--- src/rtl/booth_pkg.sv ---
// Shared types and helpers for the iterative radix-4 Booth multiplier.
// Holds the control-state and Booth-digit encodings plus the digit-count helper.
package booth_pkg;

    typedef enum logic [1:0] {ST_IDLE, ST_RUN, ST_DONE} state_t;

    typedef enum logic [2:0] {BD_ZERO, BD_POS1, BD_POS2, BD_NEG1, BD_NEG2} digit_t;

    // Operands are extended by two bits so both signed and unsigned fit one signed recoding.
    function automatic int ndig(input int width);
        return (width + 2) / 2;
    endfunction

    function automatic digit_t decodeDigit(input logic [2:0] triple);
        case (triple)
            3'b001, 3'b010: return BD_POS1;
            3'b011:         return BD_POS2;
            3'b100:         return BD_NEG2;
            3'b101, 3'b110: return BD_NEG1;
            default:        return BD_ZERO;
        endcase
    endfunction

endpackage

--- src/rtl/booth_radix4_seq_mul_if.sv ---
// Request/result bundle for booth_radix4_seq_mul; Acc exists only when BOOTH_MAC_EN is defined.
// master = issue logic side, slave = multiplier side.
interface booth_radix4_seq_mul_if #(parameter int WIDTH = 32);
    logic               En;
    logic               Start;
    logic               Sign;
    logic [WIDTH-1:0]   A;
    logic [WIDTH-1:0]   B;
`ifdef BOOTH_MAC_EN
    logic               Acc;
`endif
    logic               Busy;
    logic               Done;
    logic [2*WIDTH-1:0] Product;

    modport master (
        output En, Start, Sign, A, B,
`ifdef BOOTH_MAC_EN
        output Acc,
`endif
        input  Busy, Done, Product
    );

    modport slave (
        input  En, Start, Sign, A, B,
`ifdef BOOTH_MAC_EN
        input  Acc,
`endif
        output Busy, Done, Product
    );
endinterface

--- src/rtl/booth_pp_gen.sv ---
// One radix-4 Booth partial-product selector: picks 0/+-M/+-2M from a multiplier triple.
// Combinational; negative digits return ~M (or ~2M) with negCarry=1 for the shared adder.
module booth_pp_gen
    import booth_pkg::*;
#(
    parameter int PW = 68
) (
    input  logic [2:0]    triple,
    input  logic [PW-1:0] mcand,
    output logic [PW-1:0] pp,
    output logic          negCarry
);

    digit_t digit;
    assign digit = decodeDigit(triple);

    always_comb begin
        pp       = '0;
        negCarry = 1'b0;
        case (digit)
            BD_POS1: pp = mcand;
            BD_POS2: pp = mcand << 1;
            BD_NEG1: begin
                pp       = ~mcand;
                negCarry = 1'b1;
            end
            BD_NEG2: begin
                pp       = ~(mcand << 1);
                negCarry = 1'b1;
            end
            default: pp = '0;
        endcase
    end

endmodule

--- src/rtl/booth_radix4_seq_mul.sv ---
// Iterative radix-4 Booth multiplier (signed/unsigned per op); optional MAC via BOOTH_MAC_EN.
// Latency: NDIG/DPC cycles from accepted Start to Done (17 for WIDTH=32, DPC=1).
// Backpressure: En=0 freezes everything including a pending Done; Start ignored while Busy.
module booth_radix4_seq_mul
    import booth_pkg::*;
#(
    parameter int WIDTH = 32,
    parameter int DPC   = 1
) (
    input logic                   Clk,
    input logic                   Reset,
    booth_radix4_seq_mul_if.slave bus
);

    localparam int NDIG = ndig(WIDTH);
    localparam int NCYC = NDIG / DPC;
    localparam int PW   = 2 * WIDTH + 4;
    localparam int MW   = WIDTH + 3;
    localparam int CW   = (NCYC > 1) ? $clog2(NCYC) : 1;

    state_t             state;
    logic [CW-1:0]      cnt;
    logic [PW-1:0]      mcandR;
    logic [MW-1:0]      mplierR;
    logic [PW-1:0]      accP;
    logic               busyR;
    logic               doneR;
    logic [2*WIDTH-1:0] productR;

    logic [WIDTH+1:0] extA;
    logic [WIDTH+1:0] extB;
    assign extA = {{2{bus.Sign & bus.A[WIDTH-1]}}, bus.A};
    assign extB = {{2{bus.Sign & bus.B[WIDTH-1]}}, bus.B};

    // DPC digits chained combinationally; each stage's carry-in realises the two's-complement negate.
    logic [DPC:0][PW-1:0] pSum;
    assign pSum[0] = accP;

    for (genvar j = 0; j < DPC; j++) begin : g_digit
        logic [PW-1:0] mcandJ;
        logic [PW-1:0] ppJ;
        logic          negJ;
        assign mcandJ = mcandR << (2 * j);
        booth_pp_gen #(.PW(PW)) u_pp (
            .triple   (mplierR[2*j+2:2*j]),
            .mcand    (mcandJ),
            .pp       (ppJ),
            .negCarry (negJ)
        );
        assign pSum[j+1] = pSum[j] + ppJ + {{(PW-1){1'b0}}, negJ};
    end

    always_ff @(posedge Clk or negedge Reset) begin
        if (!Reset) begin
            state    <= ST_IDLE;
            cnt      <= '0;
            mcandR   <= '0;
            mplierR  <= '0;
            accP     <= '0;
            busyR    <= 1'b0;
            doneR    <= 1'b0;
            productR <= '0;
        end else if (bus.En) begin
            case (state)
                ST_IDLE, ST_DONE: begin
                    doneR <= 1'b0;
                    if (bus.Start) begin
                        state   <= ST_RUN;
                        busyR   <= 1'b1;
                        cnt     <= '0;
                        mcandR  <= {{(PW-WIDTH-2){extA[WIDTH+1]}}, extA};
                        mplierR <= {extB, 1'b0};
`ifdef BOOTH_MAC_EN
                        accP    <= bus.Acc ? PW'(productR) : '0;
`else
                        accP    <= '0;
`endif
                    end else begin
                        state <= ST_IDLE;
                        busyR <= 1'b0;
                    end
                end
                ST_RUN: begin
                    accP    <= pSum[DPC];
                    mcandR  <= mcandR << (2 * DPC);
                    mplierR <= $signed(mplierR) >>> (2 * DPC);
                    if (cnt == CW'(NCYC - 1)) begin
                        state    <= ST_DONE;
                        busyR    <= 1'b0;
                        doneR    <= 1'b1;
                        productR <= pSum[DPC][2*WIDTH-1:0];
                    end else begin
                        cnt <= cnt + 1'b1;
                    end
                end
                default: begin
                    state <= ST_IDLE;
                    busyR <= 1'b0;
                    doneR <= 1'b0;
                end
            endcase
        end
    end

    assign bus.Busy    = busyR;
    assign bus.Done    = doneR;
    assign bus.Product = productR;

endmodule

--- src/flat_wrapper.sv ---
// flat-port wrapper written by rule: the top's interface ports become plain ports
module booth_radix4_seq_mul_flat import booth_pkg::*;
#(
    parameter int WIDTH = 32,
    parameter int DPC   = 1
)
  (Clk, Reset, bus_En, bus_Start, bus_Sign, bus_A, bus_B, bus_Busy, bus_Done, bus_Product);
  booth_radix4_seq_mul_if #(.WIDTH(WIDTH)) bus_i ();
  input logic Clk;
  input logic Reset;
  input wire logic [$bits(bus_i.En)-1:0] bus_En;
  input wire logic [$bits(bus_i.Start)-1:0] bus_Start;
  input wire logic [$bits(bus_i.Sign)-1:0] bus_Sign;
  input wire logic [$bits(bus_i.A)-1:0] bus_A;
  input wire logic [$bits(bus_i.B)-1:0] bus_B;
  output wire logic [$bits(bus_i.Busy)-1:0] bus_Busy;
  output wire logic [$bits(bus_i.Done)-1:0] bus_Done;
  output wire logic [$bits(bus_i.Product)-1:0] bus_Product;
  assign bus_i.En = bus_En;
  assign bus_i.Start = bus_Start;
  assign bus_i.Sign = bus_Sign;
  assign bus_i.A = bus_A;
  assign bus_i.B = bus_B;
  assign bus_Busy = bus_i.Busy;
  assign bus_Done = bus_i.Done;
  assign bus_Product = bus_i.Product;
  booth_radix4_seq_mul #(.WIDTH(WIDTH), .DPC(DPC)) u_core (.Clk(Clk), .Reset(Reset), .bus(bus_i));
endmodule
--- config.mk ---
export PLATFORM = sky130hd
export DESIGN_NAME = booth_radix4_seq_mul_flat
export DESIGN_NICKNAME = d
export VERILOG_FILES = /design/src/rtl/booth_pkg.sv /design/src/rtl/booth_radix4_seq_mul_if.sv /design/src/rtl/booth_pp_gen.sv /design/src/rtl/booth_radix4_seq_mul.sv /design/src/flat_wrapper.sv
export SDC_FILE = /design/constraint.sdc
export NUM_CORES = 1
export LEC_CHECK = 0
export ABC_AREA = 1
export ABC_CLOCK_PERIOD_IN_PS = 3300
export BUFFER_PORTS_ARGS = -buffer_cell sky130_fd_sc_hd__buf_2
export CORE_MARGIN = 3
export CORE_UTILIZATION = 60
export CTS_CLUSTER_DIAMETER = 100
export DETAILED_ROUTE_END_ITERATION = 16
export GPL_TIMING_DRIVEN = 0
export PLACE_DENSITY = 0.82
export SYNTH_ARGS = -nofsm -noshare
export SYNTH_HDL_FRONTEND = slang
export SYNTH_SLANG_ARGS = --single-unit
--- constraint.sdc ---
create_clock -name Clk -period 3.3 [get_ports Clk]
set_input_delay 0.66 -clock Clk [delete_from_list [all_inputs] [get_ports Clk]]
set_output_delay 0.66 -clock Clk [all_outputs]
set_load 0.02 [all_outputs]
* Yosys cells after proc, flatten, opt, wreduce, memory -nomap -nowiden
Index checks and enable logic that the tools add are counted.
** Storage, ports and cells
- Register bits :: 244
- Logic and storage cells :: 64
- RAM bits :: 0
- Memories kept :: 0
- Bits in read-only memories :: 0
- Bits in latches :: 0
** Operators by class
- Add/subtract/negate cells :: 3
- Equal/unequal tests :: 16
- $mul :: 0
- Divide/modulo/power cells :: 0
- Reductions and logical operators :: 11
- Multiplexer cells :: 20
- Bitwise operators :: 5
- Shift operators :: 0
- Order comparisons :: 0
** Operator list (number)
- case mux 68 bit (2 select lines) :: 2
- case mux 68 bit (4 select lines) :: 1
- two-way mux 68 bit :: 2
- NOT 68 bit :: 2
- case mux 35 bit (2 select lines) :: 1
- adder 68 x 1 -> 68 bit :: 1
- adder 68 bit :: 1
- two-way mux 35 bit :: 1
- == test 3 x 2 -> 1 bit (second input constant) :: 4
- == test 3 bit (second input constant) :: 4
- case mux 3 bit (4 select lines) :: 1
- two-way mux 5 bit :: 2
- case mux 5 bit (2 select lines) :: 1
- AND reduction 4 bit :: 2
- OR reduction 2 bit :: 4
- == test 3 x 1 -> 1 bit (second input constant) :: 2
- two-way mux 1 bit :: 6
- AND reduction 3 bit :: 2
- adder 5 x 1 -> 5 bit (second input constant) :: 1
- == test 5 bit (second input constant) :: 1
- != test 2 bit (second input constant) :: 2
- case mux 2 bit (2 select lines) :: 1
- bitwise AND 1 bit :: 2
- == test 2 x 1 -> 1 bit (second input constant) :: 1
- other kinds (8) :: 8

* Longest topological paths before layout
- Depth after elaboration :: 8
- Mapped depth :: 22

* Hierarchy
A second synthesis with hierarchy kept.
** Unflattened totals
- Cell total of the unflattened synthesis :: 2995
- Area, all modules :: 18442.7 µm²
** By module, submodules not included
- booth_radix4_seq_mul :: times used 1, cells an instance 2326, area an instance 15632.5 µm²
- booth_pp_gen :: times used 1, cells an instance 669, area an instance 2810.2 µm²

* Worst setup path after synthesis
OpenSTA, ideal clock, no wires.
- Path kind :: register to register
- Start :: register u_core.mplierR[0]
- End :: register u_core.productR[62] (netlist: u_core.bus.Product[62])
- Required time :: 3183 ps
- Clock period less this slack :: 2890 ps
- Stages on the path, launching flop included :: 22
- Setup time :: 117 ps
- Path slack :: 410 ps
- Arrival :: 2772 ps
- Cells stage by stage :: dfrtp_1 > inv_1 > nand2_1 > a21oi_2 > clkbuf_1 > a21oi_1 > fa_1 > inv_1 > fa_1 > nand3_1 > nand3_2 > nand2_1 > nand2_1 > nand2_1 > nand2_1 > nand2_1 > nand2_2 > nand2_1 > nand2_1 > nand2_1 > nand3_1 > nand2_1
** On the way
- Cells in the longest elaborated chain, start to end :: 7
- Elaborated cells on any way between the ends :: 18
- Classes of those cells :: 2 x add/sub; 10 x eq/ne; 3 x mux; 3 x reduce/logical
** Ends and longest elaborated chain
- start: declaration :: RTL line booth_radix4_seq_mul.sv:24 : logic [MW-1:0] mplierR;
- start signal: assignment :: RTL line booth_radix4_seq_mul.sv:72 : mplierR <= {extB, 1'b0};
- start signal: assignment :: RTL line booth_radix4_seq_mul.sv:86 : mplierR <= $signed(mplierR) >>> (2 * DPC);
- == test 3 bit (tied with other cells) :: RTL line booth_pkg.sv:15 : case (triple)
- OR reduction 2 bit :: RTL line booth_pkg.sv:15
- case mux 3 bit (4 select lines) (*) :: RTL line booth_pkg.sv:15
- == test 3 bit (tied with other cells) :: RTL line booth_pp_gen.sv:20 : case (digit)
- case mux 68 bit (4 select lines) / OR reduction 2 bit (equally long branches)
- adder 68 bit / two-way mux 1 bit (equally long branches) :: RTL line booth_radix4_seq_mul.sv:50, booth_pp_gen.sv:20
- adder 68 x 1 -> 68 bit (*) :: RTL line booth_radix4_seq_mul.sv:50 : assign pSum[j+1] = pSum[j] + ppJ + {{(PW-1){1'b0}}, negJ};
- end signal: assignment :: RTL line booth_radix4_seq_mul.sv:91 : productR <= pSum[DPC][2*WIDTH-1:0];
- end: declaration :: RTL line booth_radix4_seq_mul.sv:28 : logic [2*WIDTH-1:0] productR;
Every way passes the cells marked *; elsewhere a longest branch is shown, timed or not.
A chain may end at the register's enable or synchronous reset.

* Worst setup path after layout
- Start :: register u_core.mplierR[0]
- End :: register u_core.productR[24] (netlist: u_core.bus.Product[24])
The elaborated chain is that of the path after synthesis.

==> run summary <==
status = finished clean
grt total ovfl = 0
Critical Path AT = 3800 ps
TritonCTS clock tree = built
CP max FO = 9
Clock Sinks = 235
final worst path period need = 3290 ps
RePlAce Congestion = 0.999
Clock transition at path regs = 60 ps
DRT iter0 DRCs = 2292
post-synthesis cell area = 16500 µm²
routed len/inst = 18.7 µm
Crit Reg-Reg Startpoint = u_core.mplierR[0]
CTS H-Tree Depth = 1
Tcrit/Tclk final = 99.7%
GRT Util Overall = 37.1%
Psw = 11.9 mW
Hold WS = 165 ps
IO Port Bufs = 134
Critical Path Sink Type = register
crit path kind = reg -> reg
final wirelength = 57.2 mm
capturing point of the worst reg2reg path = u_core.bus.Product[24]
Fmax = 304 MHz
flops & latches, synth = 235
Pre-antenna DRT Iters = 7
syn avg cell area = 6.61 µm²
Mapped Cells = 2496
R2R setup slack = 10 ps
VDD IR max = 0.695 mV
hold crit path type = in -> async
critical path's top delay family = simple AND/OR/NAND/NOR gates
final net count = 2830
Distinct cells, synth = 38
Seq pwr share = 21.6%
Buf/Inv on CP = 3
area of the multi-input gates = 9550 µm²
FF-to-FF path depth = 18
fillers = 2183
# diodes = 0
Seq/Total Area, Yosys = 35.7%
starting density of the core = 61.2%
global-route wire length before repair = 85.3 mm
PD cells = 1150 nW/µm²
Async SR Flop Fraction = 100%
hpwl dp = 43.0 mm
Inserted Clock Buffers = 28
final core occ = 73.3%
RSZ-0062 raised after global routing = true
die width = 172 µm
die footprint = 29500 µm²
most frequent CP cell = nand2_1
Clock Latency Late Sink = 590 ps
commonest non-fill, non-tap cell in the layout = nand2_1
Levels on crit path = 18
Cell Chain, Critical Path = inv_4 -> nand3_1 -> nand2_1 -> inv_4 -> o21ai_0 -> a21oi_1 -> fa_1 -> inv_2 -> fa_2 -> nand3_1 -> nand3_4 -> nand2_1 -> nand2_1 -> nand3_1 -> nand3_4 -> xor2_2 -> nand2_1 -> nand2_1
Post-synth EDFFs = 0
Core ar. = 27000 µm²
number of global-route vias before repair = 16000
worst rel slew slack = 39.7%
CP max stage cell = dfrtp_2
largest net degree at the start of global routing = 126
antenna violations before repair = 0
Max Slew Vio Count = 0
Pint = 10.8 mW
commonest non-fill, non-tap cells in the layout = 927 x nand2_1, 402 x inv_1, 233 x dfrtp_1
part of the power in combinational logic = 64.4%
final hold violation count = 0
switching share of power = 52.5%
cell row count = 60
Top FF cell, synth = dfrtp_1
layout cell share with drive strength beyond 1 = 16.6%
area grow syn2layout = 19.9%
drc violations = 0
CTS max path bufs = 3
storage element area = 5880 µm²
CP max stage delay = 450 ps
syn_nets = 2631
Max-Cap Viols = 0
Final ANT Viol Nets = 0
CP Launch Type = register
CTS Hold Bufs = 0
Vias = 17700
clk root buf = clkbuf_16
measured slew at the worst slew-check pin = 905 ps
total number of yosys warnings = 0
Lkg Pwr = 10.7 nW
Clk network pwr share = 14.0%
vias per std cell = 5.79
CP required = 3820 ps
DIE HEIGHT = 172 µm
io pins = 135
Final setup violation count = 0
Clock Skew = 22.2 ps
==> per-stage QoR <==
stage	setup WS, ps	total power [mW]	std cells	cell area [µm²]	setup TNS, ps
after global placement	-2610	16.4	2971	17600	-645840
after global routing	-79.2	24.3	3057	19800	-1590
after CTS	0.836	20.4	3031	18800	0
after detailed placement	-868	16.8	2972	17600	-47880
final	10.3	22.8	3057	19800	0
after floorplan	410	13.1	2496	16500	0
==> worst max path at each step <==
stage | startpoint | to
2_1_floorplan | u_core.mplierR[0] | u_core.bus.Product[62]
3_3_place_gp | Reset | u_core.g_digit[0].mcandJ[51]
3_5_place_dp | u_core.mplierR[1] | u_core.accP[56]
4_1_cts | u_core.mplierR[1] | u_core.bus.Product[61]
5_1_grt | u_core.mplierR[2] | u_core.bus.Product[61]
6_report | u_core.mplierR[0] | u_core.bus.Product[24]
==> area by class of cell <==
class                           instances  area share [%]
Clock inverter                         14           0.791
Tap cell                              341            2.16
Inverter                              411            7.83
Multi-Input combinational cell       1760            48.3
Clock buffer                           37            3.97
Sequential cell                       235            29.8
Buffer                                 90            2.25
Timing Repair Buffer                  169            4.94
==> synth_stat cells, types with 25 or more instances <==
master,count,area [µm²]
nand2_1,955,3580
o21ai_1,35,175
ha_1,64,801
o211ai_1,45,338
a21oi_1,109,546
inv_1,405,1520
o21ai_0,75,375
a22oi_1,61,458
buf_2,25,125
clkbuf_1,52,195
nand3_1,112,561
nor2_1,133,499
o221ai_1,52,455
dfrtp_1,235,5880
==> flip-flops by register name, summed over array words and instances, names as in the netlist <==
| register | cells |
|---|---|
| u_core.accP | 64 |
| u_core.bus.Product | 64 |
| u_core.g_digit.mcandJ | 64 |
| u_core.mplierR | 35 |
| u_core.cnt | 5 |
| u_core.state | 2 |
| u_core.bus.Busy | 1 |
==> cells by family after synthesis <==
| group | synth area share [%] |
|---|---|
| simple gates | 30.4 |
| flops | 35.7 |
| buf+inv | 11.7 |
| xor+xnor | 1.54 |
| fa+ha+maj | 5.10 |
| compound gates | 15.6 |
==> power by group through the flow <==
stage	clock (mW)	sequential, mW	combinational [mW]
after global placement	0	4.69	11.7
after global routing	3.31	5.02	15.9
after CTS	3.19	4.72	12.5
after floorplan	0	4.50	8.59
after detailed placement	0	4.75	12.0
final	3.19	4.92	14.7
==> metal layers <==
| metal | wire (µm) | vias to the layer above | GRT usage (%) |
|---|---|---|---|
| li1 | - | 8350 | - |
| met1 | 24000 | 8256 | 53.0 |
| met2 | 24900 | 951 | 56.4 |
| met3 | 5820 | 151 | 6.83 |
| met4 | 2440 | 0 | 14.4 |
| met5 | 0 | - | 0 |
==> worst reg2reg max path, cell delays in order, from the launching register on <==
cell	delay (ps)
dfrtp_2	450
inv_4	100
nand3_1	110
nand2_1	170
inv_4	90
o21ai_0	190
a21oi_1	80
fa_1	380
inv_2	90
fa_2	240
nand3_1	140
nand3_4	140
nand2_1	70
nand2_1	160
nand3_1	150
nand3_4	200
xor2_2	210
nand2_1	160
nand2_1	90
==> timing repair <==
item                                    CTS  global route
resized for setup                        45           200
pin swaps                                 5            35
endpoints found under the setup margin  112           103
buffers inserted                          9            25
endpoints found under the hold margin     0             0
cloned                                    0             1
Power figures use the tool's default switching activity.
